### config.mk
export PLATFORM = sky130hd
export DESIGN_NAME = seg_display_arbiter
export DESIGN_NICKNAME = d
export VERILOG_FILES = /design/src/rtl/seg_pkg.sv /design/src/rtl/seg_scan_timer.sv /design/src/rtl/seg_display_arbiter.sv
export SDC_FILE = /design/constraint.sdc
export NUM_CORES = 1
export LEC_CHECK = 0
export BUFFER_PORTS_ARGS = -buffer_cell sky130_fd_sc_hd__buf_2
export CORE_MARGIN = 5
export CORE_UTILIZATION = 43
export CTS_CLUSTER_DIAMETER = 100
export DETAILED_ROUTE_END_ITERATION = 10
export HOLD_SLACK_MARGIN = 0.08
export PLACE_DENSITY = 0.82
export SYNTH_ARGS = -nofsm -noshare
export SYNTH_HDL_FRONTEND = slang
export SYNTH_SLANG_ARGS = --single-unit
### constraint.sdc
create_clock -name clock -period 2.5 [get_ports clock]
set_input_delay 0.5 -clock clock [delete_from_list [all_inputs] [get_ports clock]]
set_output_delay 0.5 -clock clock [all_outputs]
set_load 0.01 [all_outputs]
### src/rtl/seg_pkg.sv
// seg_pkg: shared constants and helpers for the 7-segment display arbiter.
// Contents: digit count, blank pattern, hex and glyph segment codes (active-low,
// bit 7 = decimal point), source index constants, arbitration state type,
// hex_to_seg and top_req helper functions.
package seg_pkg;

    localparam int DIGITS = 4;
    localparam logic [7:0] SEG_BLANK = 8'hFF;

    // Packed table of hex digits F..0; entry n lives at bits [n*8 +: 8].
    localparam logic [127:0] SEG_HEX = {
        8'h8E, 8'h86, 8'hA1, 8'hC6, 8'h83, 8'h88, 8'h90, 8'h80,
        8'hF8, 8'h82, 8'h92, 8'h99, 8'hB0, 8'hA4, 8'hF9, 8'hC0
    };

    localparam logic [7:0] SEG_P = 8'h8C;
    localparam logic [7:0] SEG_L = 8'hC7;
    localparam logic [7:0] SEG_H = 8'h89;
    localparam logic [7:0] SEG_I = 8'hF9;
    localparam logic [7:0] SEG_O = 8'hC0;

    localparam logic [1:0] SRC_ENTRY  = 2'd0;
    localparam logic [1:0] SRC_RESULT = 2'd1;
    localparam logic [1:0] SRC_BANNER = 2'd2;

    typedef enum logic {ST_IDLE, ST_OWN} arb_state_t;

    function automatic logic [7:0] hex_to_seg(input logic [3:0] h);
        return SEG_HEX[{h, 3'b000} +: 8];
    endfunction

    // Highest-index requester; only meaningful when r is non-zero.
    function automatic logic [1:0] top_req(input logic [2:0] r);
        return r[2] ? SRC_BANNER : r[1] ? SRC_RESULT : SRC_ENTRY;
    endfunction

endpackage

### src/rtl/seg_scan_timer.sv
// seg_scan_timer: refresh prescaler and digit index for the multiplexed display.
// Ports:
//   clock       in   system clock
//   reset_n     in   asynchronous active-low reset
//   slot_tick   out  high on the last cycle of each digit slot
//   frame_tick  out  high on the last cycle of the digit 0 slot (frame end)
//   digit_idx   out  currently enabled digit (3 = leftmost), scans 3,2,1,0
//   idx_nxt     out  digit that becomes enabled at the next slot_tick
module seg_scan_timer
    import seg_pkg::*;
#(
    parameter int REFRESH_DIV = 25000
) (
    input  logic       clock,
    input  logic       reset_n,
    output logic       slot_tick,
    output logic       frame_tick,
    output logic [1:0] digit_idx,
    output logic [1:0] idx_nxt
);

    localparam int CW = $clog2(REFRESH_DIV);

    logic [CW-1:0] presc;

    assign slot_tick  = presc == CW'(REFRESH_DIV - 1);
    assign frame_tick = slot_tick && digit_idx == 2'd0;
    // Two-bit wrap gives the 0 -> 3 step for free.
    assign idx_nxt    = digit_idx - 2'd1;

    always_ff @(posedge clock or negedge reset_n) begin
        if (!reset_n) begin
            presc     <= '0;
            digit_idx <= 2'(DIGITS - 1);
        end else begin
            presc <= slot_tick ? '0 : presc + 1'b1;
            if (slot_tick)
                digit_idx <= idx_nxt;
        end
    end

endmodule

### src/rtl/seg_display_arbiter.sv
// seg_display_arbiter: shares one 4-digit multiplexed 7-segment display between
// three sources (0 entry, 1 result, 2 banner) with fixed priority 2 > 1 > 0.
// Grant changes only at frame boundaries and is held at least MIN_FRAMES frames.
// Optional blink support is enabled by defining SEG_BLINK_EN.
// Ports:
//   clock       in   system clock
//   reset_n     in   asynchronous active-low reset
//   req[2:0]    in   level request per source
//   seg0..seg2  in   {d3,d2,d1,d0} active-low patterns per source
//   blink[2:0]  in   per-source blink enable (SEG_BLINK_EN only)
//   grant[2:0]  out  one-hot owner, 000 when idle
//   frame_tick  out  pulse on the last cycle of each frame
//   anodes[3:0] out  active-low digit enables
//   cathods[7:0]out  active-low segments of the enabled digit
module seg_display_arbiter
    import seg_pkg::*;
#(
    parameter int REFRESH_DIV  = 25000,
    parameter int MIN_FRAMES   = 8
`ifdef SEG_BLINK_EN
    ,
    parameter int BLINK_FRAMES = 50
`endif
) (
    input  logic        clock,
    input  logic        reset_n,
    input  logic [2:0]  req,
    input  logic [31:0] seg0,
    input  logic [31:0] seg1,
    input  logic [31:0] seg2,
`ifdef SEG_BLINK_EN
    input  logic [2:0]  blink,
`endif
    output logic [2:0]  grant,
    output logic        frame_tick,
    output logic [3:0]  anodes,
    output logic [7:0]  cathods
);

    localparam int HW = $clog2(MIN_FRAMES + 1);

    arb_state_t    state, state_nxt;
    logic [1:0]    owner, owner_nxt;
    logic [HW-1:0] hold, hold_nxt;
    logic          slot_tick;
    logic [1:0]    digit_idx, idx_nxt;
    logic [31:0]   src_word;
    logic [7:0]    pattern;
    logic          blank;

    seg_scan_timer #(.REFRESH_DIV(REFRESH_DIV)) u_scan (
        .clock      (clock),
        .reset_n    (reset_n),
        .slot_tick  (slot_tick),
        .frame_tick (frame_tick),
        .digit_idx  (digit_idx),
        .idx_nxt    (idx_nxt)
    );

    always_ff @(posedge clock or negedge reset_n) begin
        if (!reset_n) begin
            state <= ST_IDLE;
            owner <= SRC_ENTRY;
            hold  <= '0;
        end else begin
            state <= state_nxt;
            owner <= owner_nxt;
            hold  <= hold_nxt;
        end
    end

    // Once the hold is satisfied (or when idle) the highest requester always
    // wins: it is either a higher source, the current owner still requesting,
    // or the best remaining one after the owner dropped.
    always_comb begin
        state_nxt = state;
        owner_nxt = owner;
        hold_nxt  = hold;
        if (frame_tick) begin
            hold_nxt = (hold == HW'(MIN_FRAMES)) ? hold : hold + 1'b1;
            if (state == ST_IDLE || hold == HW'(MIN_FRAMES)) begin
                state_nxt = |req ? ST_OWN : ST_IDLE;
                owner_nxt = |req ? top_req(req) : owner;
            end
            if (state_nxt != state || owner_nxt != owner)
                hold_nxt = '0;
        end
    end

    assign grant = (state == ST_OWN) ? 3'b001 << owner : 3'b000;

`ifdef SEG_BLINK_EN
    localparam int BW = $clog2(BLINK_FRAMES + 1);

    logic [BW-1:0] blink_cnt;
    logic          blink_phase;
    logic          own_blink, blink_rst, blink_wrap;

    assign own_blink  = state == ST_OWN && blink[owner];
    assign blink_rst  = !own_blink || state_nxt != state || owner_nxt != owner;
    assign blink_wrap = frame_tick && blink_cnt == BW'(BLINK_FRAMES - 1);
    // Use the phase as it will be after this edge so a frame is blanked whole.
    assign blank      = !blink_rst && (blink_phase ^ blink_wrap);

    always_ff @(posedge clock or negedge reset_n) begin
        if (!reset_n) begin
            blink_cnt   <= '0;
            blink_phase <= 1'b0;
        end else if (blink_rst) begin
            blink_cnt   <= '0;
            blink_phase <= 1'b0;
        end else if (frame_tick) begin
            blink_cnt   <= blink_wrap ? '0 : blink_cnt + 1'b1;
            blink_phase <= blink_phase ^ blink_wrap;
        end
    end
`else
    assign blank = 1'b0;
`endif

    // Cathods follow the owner that will hold the display after this edge so a
    // new grant shows its own pattern from the first slot of its frame.
    assign src_word = (owner_nxt == SRC_BANNER) ? seg2 :
                      (owner_nxt == SRC_RESULT) ? seg1 : seg0;
    assign pattern  = (state_nxt == ST_IDLE || blank) ? SEG_BLANK :
                      src_word[{idx_nxt, 3'b000} +: 8];

    always_ff @(posedge clock or negedge reset_n) begin
        if (!reset_n) begin
            anodes  <= 4'b0111;
            cathods <= SEG_BLANK;
        end else if (slot_tick) begin
            anodes  <= ~(4'b0001 << idx_nxt);
            cathods <= pattern;
        end
    end

endmodule
==> run metrics <==
Syn Area/Cell approximately 8.6 um^2; met3 Use GR 3.82%; WL final between 8 and 9 mm; status finished, final reports clean; CP Launch Type register; vias in the first global route 2817; DRC 0; CTS clk-pin slew, worst paths 0.07 ns; clk sinks 36; async set-reset flop share out of synthesis 100%; GPL Wtd Cong 0.932; fmax about 420 MHz; met2 usage about 36%; Crit Path Class reg -> reg; # port buffers 116; Via-to-Cell Ratio roughly 5.6; ys flop type dfrtp_1; fin crit share 96.2%; # hold bufs at CTS 0; minimum clock period roughly 2.4 ns; Crit Path Max Fanout 10; CTS Buffer Depth 2; leak pwr 0.00171 uW; site row count 28; cells after synthesis 306; Die Height just under 90 um; Starting Density between 40% and 50%; syn nets a little over 400; Die Wd 88.4 um; fin. max-slew vios 0; Area Growth Syn to Fin 34.1%; mapped cell area approximately 2600 um^2; Routed Antenna Nets 0; H-tree Lvls 2; Synth cell types 53; Pre-antenna DRT Iters 4; Total Power 1230 uW; most frequent cell after synthesis nand2_1; diode count 0; Layout Skew 0.00610 ns; Post-Layout Cell Count 507; Peak VDD IR ~0.00021 V; share of cells above drive strength 1 a little over two fifths; Worst Hold Class in -> async; Placeable Area just under 6000 um^2; nets 539; largest net degree at the start of global routing 37; post-synthesis sequential area ratio a little over a third; critical path data required time 2.71 ns; WP data arrival roughly 2.6 ns; initial antenna violation count 0; clk_lat worst skew between 0.2 and 0.3 ns; Least-Margin Pin Slew 0.811 ns; flop and latch count out of synthesis 36; Max-cap violations 0; Final Hold Violating Endpoints 0; placed insts 497; Post-synth EDFFs 0; gr usage total 21.5%; Final setup violation count 0; R2R Path Start u_scan.presc[0]; YS warnings 0; TritonCTS clock tree built; Iter 0 DRT Violations approximately 170; Synth area leaders dfrtp_1, dfstp_2, nand2_1; CTS buffer count 5; area leader, netlist dfrtp_1; synth cell count leaders nand2_1, o21ai_0, dfrtp_1, nor2_1, and3_1; Root Driver clkbuf_8; global route hottest layer met2; Die Footprint 7810 um^2; first-pass GRT wire length 13.3 mm; CP Launch Point u_scan.presc[0]; global route overflow 0; CP Capture Type register; GR Util met1 28.3%; Vias 2848; Power Density roughly 350 nW/um^2; Max transition margin a little under half; I/O pin cnt between 100 and 150; wire per inst around 17 um; post-synth top area share approximately 22%; post-DP HPWL between 6 and 7 mm
## layout by cell type, fill, tap and decap left out, types with 5 or more instances in the layout
master / synthesis / layout
clkbuf_8: 0 / 5
a211oi_1: 11 / 11
a32oi_1: 5 / 5
buf_2: 3 / 116
a31oi_1: 5 / 5
xnor2_1: 7 / 7
ha_1: 7 / 7
nand2_1: 51 / 50
inv_1: 8 / 7
buf_4: 1 / 18
nand3_1: 6 / 6
and3_1: 14 / 13
dfstp_2: 13 / 13
xor2_1: 6 / 6
mux2_2: 8 / 8
o21ai_0: 36 / 34
nor2_1: 23 / 23
dfrtp_1: 23 / 23
## kinds of logic after synthesis
group | synth area share, %
multiplexers | 8.33
XOR/XNOR | 4.31
AND/OR/NAND/NOR | 23.5
adder cells (fa/ha/maj) | 3.31
flip-flops | 34.7
AO/OA/AOI/OAI | 20.9
buffers and inverters | 4.88
## final cells by class
type / instances / area (um^2)
Clock inverter: 3 / 42.5
Multi-Input combinational cell: 244 / 1640
Fill cell: 531 / 2410
Inverter: 8 / 30.0
Sequential cell: 36 / 917
Timing Repair Buffer: 136 / 756
Clock buffer: 5 / 68.8
Tap cell: 75 / 93.8
## registers in the layout, indices dropped and copies added (netlist names)
signal,count
u_scan.digit_idx,2
u_scan.presc,15
cathods,8
hold,4
state,1
owner,2
anodes,4
## critical path, stage by stage (launching register included)
cell	delay, ns
dfrtp_1	0.41
ha_1	0.22
and4_1	0.16
and4_4	0.21
buf_4	0.16
a41o_1	0.23
and2_4	0.20
and3_4	0.23
a32o_1	0.24
o31ai_2	0.25
## routing by layer
layer	share of wire (%)	vias up
li1	-	1363
met4	1.5	0
met3	6.3	13
met1	40	1364
met5	0	-
met2	52	108
## through the flow
stage | area [um^2] | hold slack, ns | TNS, ns | utilization [%] | worst slack (ns)
6_report | 3540 | 0.303 | 0 | 59.5 | 0.0947
5_1_grt | 3540 | 0.366 | -0.00488 | 59.5 | -0.00488
4_1_cts | 3500 | 0.318 | 0 | 58.7 | 0.00544
3_5_place_dp | 3380 | 0.475 | 0 | 56.7 | 0.0164
3_3_place_gp | 3380 | 0.464 | 0 | 56.7 | 0.108
2_1_floorplan | 2640 | 0.204 | 0 | - | 0.105
## path summary, 6_finish.rpt
path / end / slack [ns] / cells after the start
max: cathods[0] / 0.09 / 9
min: u_scan.presc[7] / 0.30 / 1
max reg2reg: cathods[0] / 0.09 / 9
min reg2reg: anodes[0] / 0.48 / 2
max in group asynchronous: hold[2] / 1.69 / 1
min in group clock: anodes[0] / 0.48 / 2
## timing repair
item	4_1_cts	5_1_grt
pin swaps	0	1
endpoints found under the setup margin	1	9
resized for setup	2	11
buffers inserted	0	2
## report_power, final
group	internal (uW)	switching (uW)	leakage, uW
Sequential	583	0.000000157	0.000426
Clock	295	215	0.0000541
Combinational	80.2	61.6	0.00123
Total	958	276	0.00171
(Power assumes the default switching activity.)
